[src/rtl/alu_pkg.sv]
// Shared definitions for the serial nibble adder: FSM state encoding,
// nibble width and the single-nibble add helper.
package alu_pkg;

  localparam int unsigned NIBBLE_W = 4;

  typedef enum logic [1:0] {
    IDLE = 2'b00,
    RUN  = 2'b01,
    DONE = 2'b10
  } state_e;

  // Adds two nibbles plus carry; returns {carry, sum}.
  function automatic logic [NIBBLE_W:0] nibble_add(
    input logic [NIBBLE_W-1:0] x,
    input logic [NIBBLE_W-1:0] y,
    input logic                cin
  );
    nibble_add = {1'b0, x} + {1'b0, y} + {{NIBBLE_W{1'b0}}, cin};
  endfunction

endpackage

[src/rtl/alu_adder_half.sv]
// One-nibble adder slice used by the serial adder; outputs are forced to
// zero when the slice is disabled.
module alu_adder_half
  import alu_pkg::*;
(
  input  logic                en_i,
  input  logic [NIBBLE_W-1:0] a_i,
  input  logic [NIBBLE_W-1:0] b_i,
  input  logic                carry_i,
  output logic [NIBBLE_W-1:0] sum_o,
  output logic                carry_o
);

  // Combinational nibble sum with carry in/out.
  always_comb begin
    sum_o   = {NIBBLE_W{1'b0}};
    carry_o = 1'b0;
    if (en_i) begin
      {carry_o, sum_o} = nibble_add(a_i, b_i, carry_i);
    end else begin
      sum_o   = {NIBBLE_W{1'b0}};
      carry_o = 1'b0;
    end
  end

endmodule

[src/rtl/alu_serial_adder.sv]
// Serial add/subtract unit: processes one nibble per cycle, NIBBLES cycles
// per operation, with a valid/ready handshake on both sides.
// Optional build macro ALU_SERIAL_FLAGS_EN enables the zero/overflow flags;
// without it both flag ports are tied to 0.
module alu_serial_adder
  import alu_pkg::*;
#(
  parameter int NIBBLES = 2
) (
  input  logic                       clk,
  input  logic                       rst_n,
  input  logic                       in_valid,
  output logic                       in_ready,
  input  logic [NIBBLE_W*NIBBLES-1:0] a,
  input  logic [NIBBLE_W*NIBBLES-1:0] b,
  input  logic                       carry_in,
  input  logic                       op_sub,
  output logic                       out_valid,
  input  logic                       out_ready,
  output logic [NIBBLE_W*NIBBLES-1:0] result,
  output logic                       carry_out,
  output logic                       zero,
  output logic                       overflow
);

  localparam int W     = NIBBLE_W * NIBBLES;
  localparam int IDX_W = (NIBBLES > 1) ? $clog2(NIBBLES) : 1;
  localparam logic [IDX_W-1:0] LAST_IDX = IDX_W'(NIBBLES - 1);

  state_e           state_q, state_d;
  logic [IDX_W-1:0] idx_q, idx_d;
  logic [W-1:0]     a_q, a_d;
  logic [W-1:0]     b_q, b_d;
  logic             carry_q, carry_d;
  logic [W-1:0]     result_q, result_d;

  logic [NIBBLE_W-1:0] nib_a_s;
  logic [NIBBLE_W-1:0] nib_b_s;
  logic [NIBBLE_W-1:0] nib_sum_s;
  logic                nib_carry_s;
  logic                last_nib_s;

  assign nib_a_s    = a_q[idx_q*NIBBLE_W +: NIBBLE_W];
  assign nib_b_s    = b_q[idx_q*NIBBLE_W +: NIBBLE_W];
  assign last_nib_s = (state_q == RUN) && (idx_q == LAST_IDX);

  alu_adder_half u_half (
    .en_i    (1'b1),
    .a_i     (nib_a_s),
    .b_i     (nib_b_s),
    .carry_i (carry_q),
    .sum_o   (nib_sum_s),
    .carry_o (nib_carry_s)
  );

  // Next-state logic: accept in IDLE, one nibble per RUN cycle, hold in DONE.
  always_comb begin
    state_d  = state_q;
    idx_d    = idx_q;
    a_d      = a_q;
    b_d      = b_q;
    carry_d  = carry_q;
    result_d = result_q;
    case (state_q)
      IDLE: begin
        if (in_valid) begin
          a_d     = a;
          b_d     = op_sub ? ~b : b;
          carry_d = op_sub ? 1'b1 : carry_in;
          idx_d   = {IDX_W{1'b0}};
          state_d = RUN;
        end else begin
          state_d = IDLE;
        end
      end
      RUN: begin
        result_d[idx_q*NIBBLE_W +: NIBBLE_W] = nib_sum_s;
        carry_d = nib_carry_s;
        if (idx_q == LAST_IDX) begin
          idx_d   = {IDX_W{1'b0}};
          state_d = DONE;
        end else begin
          idx_d   = idx_q + IDX_W'(1);
          state_d = RUN;
        end
      end
      DONE: begin
        if (out_ready) begin
          state_d = IDLE;
        end else begin
          state_d = DONE;
        end
      end
      default: begin
        state_d = IDLE;
        idx_d   = {IDX_W{1'b0}};
      end
    endcase
  end

  // State and datapath registers; reset abandons any operation in flight.
  always_ff @(posedge clk or negedge rst_n) begin
    if (!rst_n) begin
      state_q  <= IDLE;
      idx_q    <= {IDX_W{1'b0}};
      a_q      <= {W{1'b0}};
      b_q      <= {W{1'b0}};
      carry_q  <= 1'b0;
      result_q <= {W{1'b0}};
    end else begin
      state_q  <= state_d;
      idx_q    <= idx_d;
      a_q      <= a_d;
      b_q      <= b_d;
      carry_q  <= carry_d;
      result_q <= result_d;
    end
  end

`ifdef ALU_SERIAL_FLAGS_EN
  logic zero_q, zero_d;
  logic ovf_q, ovf_d;

  // Flags are evaluated from the complete result as the last nibble lands.
  always_comb begin
    zero_d = zero_q;
    ovf_d  = ovf_q;
    if (last_nib_s) begin
      zero_d = (result_d == {W{1'b0}});
      ovf_d  = (a_q[W-1] == b_q[W-1]) && (result_d[W-1] != a_q[W-1]);
    end else begin
      zero_d = zero_q;
      ovf_d  = ovf_q;
    end
  end

  // Flag registers, captured on entry to DONE.
  always_ff @(posedge clk or negedge rst_n) begin
    if (!rst_n) begin
      zero_q <= 1'b0;
      ovf_q  <= 1'b0;
    end else begin
      zero_q <= zero_d;
      ovf_q  <= ovf_d;
    end
  end

  assign zero     = zero_q;
  assign overflow = ovf_q;
`else
  assign zero     = 1'b0;
  assign overflow = 1'b0;
`endif

  assign in_ready  = (state_q == IDLE);
  assign out_valid = (state_q == DONE);
  assign result    = result_q;
  assign carry_out = carry_q;

endmodule

[config.mk]
export PLATFORM = sky130hd
export DESIGN_NAME = alu_serial_adder
export DESIGN_NICKNAME = d
export VERILOG_FILES = /design/src/rtl/alu_pkg.sv /design/src/rtl/alu_adder_half.sv /design/src/rtl/alu_serial_adder.sv
export SDC_FILE = /design/constraint.sdc
export NUM_CORES = 1
export LEC_CHECK = 0
export ABC_AREA = 0
export ABC_CLOCK_PERIOD_IN_PS = 2900
export CAP_MARGIN = 20
export CORE_ASPECT_RATIO = 0.75
export CORE_UTILIZATION = 48
export DETAILED_ROUTE_END_ITERATION = 7
export PLACE_DENSITY = 0.78
export SLEW_MARGIN = 0
export SYNTH_ARGS = -nofsm -noshare
export SYNTH_HDL_FRONTEND = slang
export SYNTH_SLANG_ARGS = --single-unit
[constraint.sdc]
create_clock -name clk -period 2.9 [get_ports clk]
set_input_delay 0.87 -clock clk [delete_from_list [all_inputs] [get_ports clk]]
set_output_delay 0.87 -clock clk [all_outputs]
set_load 0.02 [all_outputs]
Yosys cells after proc, flatten, opt, wreduce, memory -nomap -nowiden
Cells that the tools add are included.

word-level totals
  register bits = 28
  bits in latches = 0
  memory bits (writable) = 0
  memory bits (read-only) = 0
  input bits = 22
  output and inout bits = 13
  word-level logic and storage cells = 36
  memories = 0

operators by class
  add/sub/neg operators = 4
  $mul = 0
  div/mod/pow operators = 0
  $lt $le $gt $ge = 0
  equal/unequal tests = 3
  shift-type cells = 4
  mux-type cells = 12
  bitwise logic cells = 2
  reduce and logical (&&, ||, !) cells = 5

operators with widths
  cell                      number
  $neg A3 Y34               1
  $shift A4 B34 Y8 const A  1
  $shiftx A4 B34 Y8         1
  $shiftx A8 B4 Y4          2
  $bwmux W8                 1
  $mux W8                   1
  $not A8 Y8                1
  $pmux W2 S3               1
  $reduce_and A2 Y1         3
  $add A4 B4 Y5             1
  $add A5 B1 Y5             1
  $mux W1                   5
  $mux W2                   2
  $pmux W1 S3               1
  $eq A2 B1 Y1 const B      1
  $eq A2 B2 Y1 const B      1
  $logic_not A2 Y1          1
  $ne A2 B2 Y1 const B      1
  $pmux W1 S2               1
  $reduce_bool A2 Y1        1
  $add A1 B1 Y1 const B     1
  $not A1 Y1                1

Longest topological paths before layout
Gate-level depths: netlist of run 1.

  depth in word-level cells = 5
  mapped depth = 7

Cells and area by module
Synthesis of run 1 repeated with hierarchy kept, for this count alone.

second synthesis, totals
  cell total of the unflattened synthesis = 118
  area, all modules = 1463.9 um^2

modules (own cells, without submodules)
  module            times used  cells an instance  area each (um^2)  sequential area each (um^2)
  alu_serial_adder  1           101                1303.8            700.7
  alu_adder_half    1           17                 160.2             0.0

Worst setup path after synthesis of run 1
No wires, ideal clock.

  path kind = register to register
  start point = register idx_q
  end point = register carry_q, in the netlist carry_out
  setup time = 0.145 ns
  arrival = 2.478 ns
  data required time = 2.755 ns
  path slack = 0.277 ns
  cell stages (with the launch flop) = 8
  buffers on the path = 1
  clock period less this slack = 2.623 ns
  path through = dfrtp_1 > clkbuf_1 > mux2_2 > fa_1 > fa_1 > a21o_1 > a2111oi_0 > a221oi_1

on the way
  longest elaborated chain between the ends = 4

ends and longest elaborated chain
  what                                        RTL line                                        text
  start: declaration                          alu_serial_adder.sv:31                          logic [IDX_W-1:0] idx_q, idx_d;
  start signal: assignment                    alu_serial_adder.sv:105                         idx_q <= {IDX_W{1'b0}};
  start signal: assignment                    alu_serial_adder.sv:112                         idx_q <= idx_d;
  $shiftx A8 B4 Y4, on equally long branches  alu_serial_adder.sv:43, alu_serial_adder.sv:44
  $add A4 B4 Y5 *                             alu_pkg.sv:19                                   nibble_add = {1'b0, x} + {1'b0, y} + {{NIBBLE_W{1'b0}}, cin};
  $add A5 B1 Y5 *                             alu_pkg.sv:19
  $pmux W1 S2 *                               alu_serial_adder.sv:64                          case (state_q)
  end signal: assignment                      alu_serial_adder.sv:115                         carry_q <= carry_d;
  end: declaration                            alu_serial_adder.sv:34                          logic carry_q, carry_d;

Mark *: on every way between the ends. The rest lies on a longest branch, timed or not.
A chain may end at the register's enable or synchronous reset.

Worst setup path after layout of run 1
Ends and elaborated chain as after synthesis.

==> flow_summary.yaml, run 1 <==
power:
  power_density_mw_per_mm2: 1210
  p_sw_share_pct: 38.2
  power.sequential.fraction_pct: 33.3
  switching_power_uw: 826
  static-leakage-power_nw: 0.747
  clock_power_share_pct: 11.2
  irDropWorstVdd_mv: 0.567
  power.share.combinational_pct: 55.6
  power_report.internal_total_mw: 1.34
synth:
  flip_flop_cell_with_the_highest_count_after_synthesis: "sky130_fd_sc_hd__dfrtp_1"
  synth_seq_area_share_pct: 50.3
  ys_seq_elements: 28
  synth_area_leader_cell: "sky130_fd_sc_hd__dfrtp_1"
  ffs_w_async_s_r_synth_pct: 100
  number_of_synthesis_warnings: 0
  synthesis.instances: 116
  number_of_distinct_library_cell_variants_in_the_gate_level_netlist_after_synthesis: 30
  postSynthAreaPerCell_um2: 12.0
  synth_edf_count: 0
  synth_top_cells_by_area: "sky130_fd_sc_hd__dfrtp_1 50%, sky130_fd_sc_hd__mux2_2 15%, sky130_fd_sc_hd__xnor2_1 5.7%"
  yosysTopAreaCellShare_pct: 50.3
  syn-cell-area_mm2: 0.00139
clocking:
  tritoncts.num_buffers: 3
  worstSkewPairLatency_ps: 280
  cts.clk_slew.worst_paths_ps: 90
  clock-root-buffer: "sky130_fd_sc_hd__clkbuf_8"
  cts_setup_buffers: 0
  clockBufferDepth: 2
  tritoncts: "done"
  htree_num_levels: 1
  holdBufCountCts: 0
  cts_num_sinks: 28
  post_cts_resize_count: 0
setup_path:
  crit_type: "reg -> reg"
  cells_traversed_along_the_worst_timing_path: "mux2_2, fa_1, fa_1, a21o_1, a2111oi_0, a221oi_1"
  cp_slowest_stage_delay_ps: 440
  required_ps: 3050
  startpoint_class: "flip-flop"
  biggest_fanout_along_the_worst_timing_path: 5
  critical-path-slowest-cell: "sky130_fd_sc_hd__dfrtp_1"
  worstPathBufferInverterCount: 0
  worst_path_most_repeated_cell: "sky130_fd_sc_hd__fa_1"
  critical_path.endpoint_type: "flip-flop"
  crit_arrival_ps: 2670
  setup_slack_on_the_worst_flop_to_flop_path_ps: 380
  path_delay_family: "adder cells"
cells_and_area:
  multiInputGateArea_um2: 633
  synthToLayoutAreaGrowth_pct: 28.3
  ff_latch_area_um2: 701
  antenna_cells_inserted: 0
  final_nets: 176
  filler_cell_count: 228
  final_layout_size_suffix_gt1_share_pct: 19.6
  final_area_mm2: 0.00179
  final_core_utilization_pct: 66.7
detailed_routing:
  drt-vias-per-instance: 5.10
  wl_per_instance_um: 14.1
  dr_drc_count: 0
  drtPass1Iterations: 4
  postRouteWirelength_um: 2590
  dr.first_iter.drc_count: 88
  postRouteAntennaNets: 0
  routed-via-count: 939
sta:
  final-max-slew-violation-count: 0
  finalCritPeriodShare_pct: 86.7
  timing_hold_violations_final: 0
  grt_setup_unrepaired: "no"
  skew_ps: 8.32
  timing.fmax_mhz: 398
  setup_violations: 0
  worst_hold_slack_ps: 491
  period_minus_slack_ps: 2520
  timing.setup.tns_ps: 0
hold_path:
  worstHoldPathType: "reg -> reg"
outcome:
  status: "complete, no violations"
placed_design:
  placed_cell_area_mm2: 0.00173
  finalWeightedCongestion: 0.761
  place.detailed.hpwl_um: 1920
  portBuffers: 32
die:
  coreArea_mm2: 0.00268
  initial_utilization_pct: 52.0
  rows: 16
  dieWidth_um: 64.2
  number_of_top_level_design_ports: 35
  die_height_um: 48.7
  design.die.area_mm2: 0.00313
global_routing:
  grt_pass1_vias: 1033
  antenna_found_initial: 0
  overflow: 0
  globalRouteTotalUtil_pct: 19.5
  grt_max_degree: 29
  grt_first_pass_wirelength_um: 4620
job:
  maxCapViolCount: 0
==> cells by family (layout without fill, tap and decap cells) <==
logic type | Yosys count | count (layout) | share of synthesized area [%]
compound gates | 21 | 21 | 9.34
xor+xnor | 9 | 9 | 5.66
fa+ha+maj | 5 | 5 | 5.57
buf+inv | 11 | 42 | 4.58
flops | 28 | 28 | 50.3
mux | 20 | 20 | 16.7
other cells | 1 | 2 | 0.269
simple gates | 21 | 21 | 7.63
==> registers in the layout, summed over array words and instances (netlist names) <==
signal	flops
b_q	8
state_q	2
a_q	8
result	8
idx_q	1
carry_out	1
==> worst paths after layout <==
| kind | startpoint | depth (start not counted) | endpoint |
|---|---|---|---|
| max | idx_q | 6 | carry_out |
| min | result[7] | 2 | result[7] |
| max reg2reg | idx_q | 6 | carry_out |
| min reg2reg | result[7] | 2 | result[7] |
| max in group asynchronous | rst_n | 2 | b_q[2] |
| min in group asynchronous | rst_n | 2 | result[6] |
==> cells in the final DEF (no fill, tap or decap), types with 3 or more instances in the layout <==
cell | netlist | final
sky130_fd_sc_hd__a21oi_1 | 9 | 9
sky130_fd_sc_hd__buf_4 | 3 | 3
sky130_fd_sc_hd__clkbuf_8 | 0 | 4
sky130_fd_sc_hd__clkdlybuf4s50_1 | 0 | 32
sky130_fd_sc_hd__dfrtp_1 | 28 | 28
sky130_fd_sc_hd__ha_1 | 3 | 3
sky130_fd_sc_hd__inv_1 | 3 | 3
sky130_fd_sc_hd__mux2_2 | 18 | 18
sky130_fd_sc_hd__nand2_1 | 5 | 5
sky130_fd_sc_hd__nor2_1 | 9 | 9
sky130_fd_sc_hd__o21ai_0 | 4 | 4
sky130_fd_sc_hd__xnor2_1 | 9 | 9
==> cell type report <==
| class | count | share of cell area (%) |
|---|---|---|
| Sequential cell | 28 | 39.2 |
| Clock buffer | 4 | 3.08 |
| Multi-Input combinational cell | 78 | 35.4 |
| Inverter | 3 | 0.630 |
| Timing Repair Buffer | 35 | 19.2 |
| Tap cell | 36 | 2.52 |
==> per-stage QoR <==
step                      power, mW  instances  worst slack [ps]
final                          2.16        184               385
after global routing           2.34        184               305
after CTS                      2.19        184               370
after detailed placement       1.92        180               433
after global placement         1.86        180               525
after floorplan                1.55        117               277
==> power groups by stage <==
stage / registers [mW] / clock network [mW] / logic, mW
floorplan: 0.757 / 0 / 0.797
global placement: 0.719 / 0 / 1.15
detailed placement: 0.732 / 0 / 1.19
CTS: 0.723 / 0.248 / 1.22
global route: 0.752 / 0.261 / 1.33
finish: 0.721 / 0.241 / 1.20
==> per-layer routing <==
metal  track usage, %  wire, um  vias to the layer above
met1             24.4      1140                      444
met4             5.56        31                        0
met2             33.9      1280                       28
met3             4.48       134                        5
met5                0         0                        -
li1                 -         -                      462
==> worst min-delay path, cell delays in order (launching register included) <==
cell                      delay (ps)
sky130_fd_sc_hd__dfrtp_1         350
sky130_fd_sc_hd__nand2_1          50
sky130_fd_sc_hd__o31ai_1          60
==> cells in the mapped netlist, types with 2 or more instances <==
master	n
sky130_fd_sc_hd__o21ai_0	4
sky130_fd_sc_hd__xnor2_1	9
sky130_fd_sc_hd__buf_4	3
sky130_fd_sc_hd__fa_1	2
sky130_fd_sc_hd__mux2_4	2
sky130_fd_sc_hd__ha_1	3
sky130_fd_sc_hd__inv_1	3
sky130_fd_sc_hd__nand2_1	5
sky130_fd_sc_hd__o31ai_1	2
sky130_fd_sc_hd__buf_2	3
sky130_fd_sc_hd__nor2_1	9
sky130_fd_sc_hd__mux2_2	18
sky130_fd_sc_hd__a21oi_1	9
sky130_fd_sc_hd__dfrtp_1	28
Power figures use the tool's default switching activity.
==> run 2: changes to the inputs <==
--- a/config.mk
+++ b/config.mk
@@ -12,6 +12,7 @@
 export CORE_UTILIZATION = 48
 export DETAILED_ROUTE_END_ITERATION = 7
 export PLACE_DENSITY = 0.78
+export SKIP_LAST_GASP = 1
 export SLEW_MARGIN = 0
 export SYNTH_ARGS = -nofsm -noshare
 export SYNTH_HDL_FRONTEND = slang
==> constraint.sdc (replaced) <==
create_clock -name clk -period 2.9 [get_ports clk]
set_input_delay 0.435 -clock clk [delete_from_list [all_inputs] [get_ports clk]]
set_output_delay 0.435 -clock clk [all_outputs]
set_load 0.02 [all_outputs]
==> run 2 against run 1 <==
Global-route usage is 0.52 points lower. Sequential share of layout area is 0.35 points lower. Register-to-register slack better by 40 ps. Count of clock-buffer cells in the layout is 1 lower. Combinational power hardly changed. Critical path depth stayed put. Critical endpoint unchanged. Largest cell class unchanged. Largest power group unchanged. Highest routed layer unchanged.
==> flow_summary.yaml, run 2 (synthesis gave the netlist of run 1 again) <==
placed_design:
  dpl.cell_count: 180
  place.detailed.hpwl_um: 2060
  finalWeightedCongestion: 0.748
  portBuffers: 32
  placed_cell_area_mm2: 0.00173
  dp_slack_ps: 460
clocking:
  worstSkewPairLatency_ps: 270
  holdBufCountCts: 0
  post_cts_resize_count: 0
  cts_setup_buffers: 0
  clock-root-buffer: "sky130_fd_sc_hd__clkbuf_8"
  clockBufferDepth: 2
  cts.clk_slew.worst_paths_ps: 90
  cts_num_sinks: 28
  tritoncts: "done"
  tritoncts.num_buffers: 3
  htree_num_levels: 1
sta:
  timing_hold_violations_final: 0
  period_minus_slack_ps: 2480
  worst_slack_setup_final_ps: 424
  grt_setup_unrepaired: "no"
  timing.max_slew.rel_slack_pct: 48.8
  tightest_slew_ps: 765
  finalCritPeriodShare_pct: 85.4
  final-max-slew-violation-count: 0
  setup_violations: 0
  skew_ps: 1.57
  timing.fmax_mhz: 404
  timing.setup.tns_ps: 0
detailed_routing:
  drt-vias-per-instance: 5.20
  routed-via-count: 956
  drtPass1Iterations: 4
  dr_drc_count: 0
  wl_per_instance_um: 14.4
  dr.first_iter.drc_count: 48
  postRouteAntennaNets: 0
  postRouteWirelength_um: 2660
setup_path:
  startpoint_class: "flip-flop"
  required_ps: 3030
  crit_type: "reg -> reg"
  critical_path.endpoint_type: "flip-flop"
  biggest_fanout_along_the_worst_timing_path: 3
  crit_arrival_ps: 2610
global_routing:
  use_met2_pct: 32.4
  antenna_found_initial: 0
  grt_pass1_vias: 953
  grt-busiest-layer: "met2"
  met1_usage_pct: 25.1
  gr-usage-met3_pct: 4.95
  globalRouteTotalUtil_pct: 19.0
  overflow: 0
  grt_max_degree: 29
  grt_first_pass_wirelength_um: 4420
power:
  switching_power_uw: 818
  clock_power_share_pct: 13.6
  static-leakage-power_nw: 0.754
  power_report.internal_total_mw: 1.40
  power.sequential.fraction_pct: 32.4
  p_sw_share_pct: 36.9
  irDropWorstVdd_mv: 0.592
  power.share.combinational_pct: 54.0
  power_density_mw_per_mm2: 1230
cells_and_area:
  layoutNonFillerInstCount: 184
  final_nets: 176
  layout_common_cells: "32 x sky130_fd_sc_hd__clkdlybuf4s50_1, 28 x sky130_fd_sc_hd__dfrtp_1, 18 x sky130_fd_sc_hd__mux2_2"
  antenna_cells_inserted: 0
  synthToLayoutAreaGrowth_pct: 29.4
  filler_cell_count: 218
  final_core_utilization_pct: 67.3
  final_layout_size_suffix_gt1_share_pct: 19.6
  multiInputGateArea_um2: 633
  ff_latch_area_um2: 701
  final_common_cell: "sky130_fd_sc_hd__clkdlybuf4s50_1"
  final_area_mm2: 0.00180
job:
  maxCapViolCount: 0
hold_path:
  worstHoldPathType: "reg -> reg"
outcome:
  status: "complete, no violations"
die:
  number_of_top_level_design_ports: 35
  initial_utilization_pct: 52.0
  die_height_um: 48.7
  rows: 16
  dieWidth_um: 64.2
  coreArea_mm2: 0.00268
  design.die.area_mm2: 0.00313
-- run 2: power by group through the flow --
stage,registers [mW],clock network [mW],logic (mW)
after floorplan,0.757,0,0.797
after global placement,0.712,0,1.17
after detailed placement,0.726,0,1.20
after CTS,0.719,0.308,1.21
after global routing,0.747,0.323,1.33
final,0.717,0.302,1.20
-- run 2: per-layer routing --
layer | vias to the layer above | wire length, um
met5 | - | 0
met4 | 0 | 13
li1 | 464 | -
met3 | 2 | 155
met1 | 459 | 1250
met2 | 31 | 1240
-- run 2: path summary, 6_finish.rpt --
path / start / end / slack [ps] / cells past startpoint
setup / recovery: idx_q / carry_out / 420 / 6
hold / removal: result[6] / result[6] / 490 / 2
setup reg to reg: idx_q / carry_out / 420 / 6
hold reg to reg: result[6] / result[6] / 490 / 2
max in group asynchronous: rst_n / b_q[2] / 2100 / 2
min in group asynchronous: rst_n / result[2] / 530 / 2
-- run 2: layout make-up --
| class | instances | area share [%] |
|---|---|---|
| inverters | 3 | 0.624 |
| multi-input cells | 78 | 35.1 |
| repair buffers | 35 | 19.0 |
| flip-flops and latches | 28 | 38.8 |
| clock buffers | 3 | 2.29 |
| well taps | 36 | 2.50 |
| clock inverters | 1 | 1.66 |
-- run 2: critical path: stages (launching register included) --
cell	delay [ps]
sky130_fd_sc_hd__dfrtp_1	390
sky130_fd_sc_hd__mux2_2	360
sky130_fd_sc_hd__fa_1	430
sky130_fd_sc_hd__fa_1	430
sky130_fd_sc_hd__a21o_1	190
sky130_fd_sc_hd__a2111oi_0	440
sky130_fd_sc_hd__a221oi_1	90
-- run 2: metrics by stage --
stage                     hold WS, ps  power, mW
after floorplan                   139       1.55
after global placement            463       1.88
after detailed placement          475       1.93
after CTS                         497       2.23
after global routing              526       2.40
final                             493       2.22
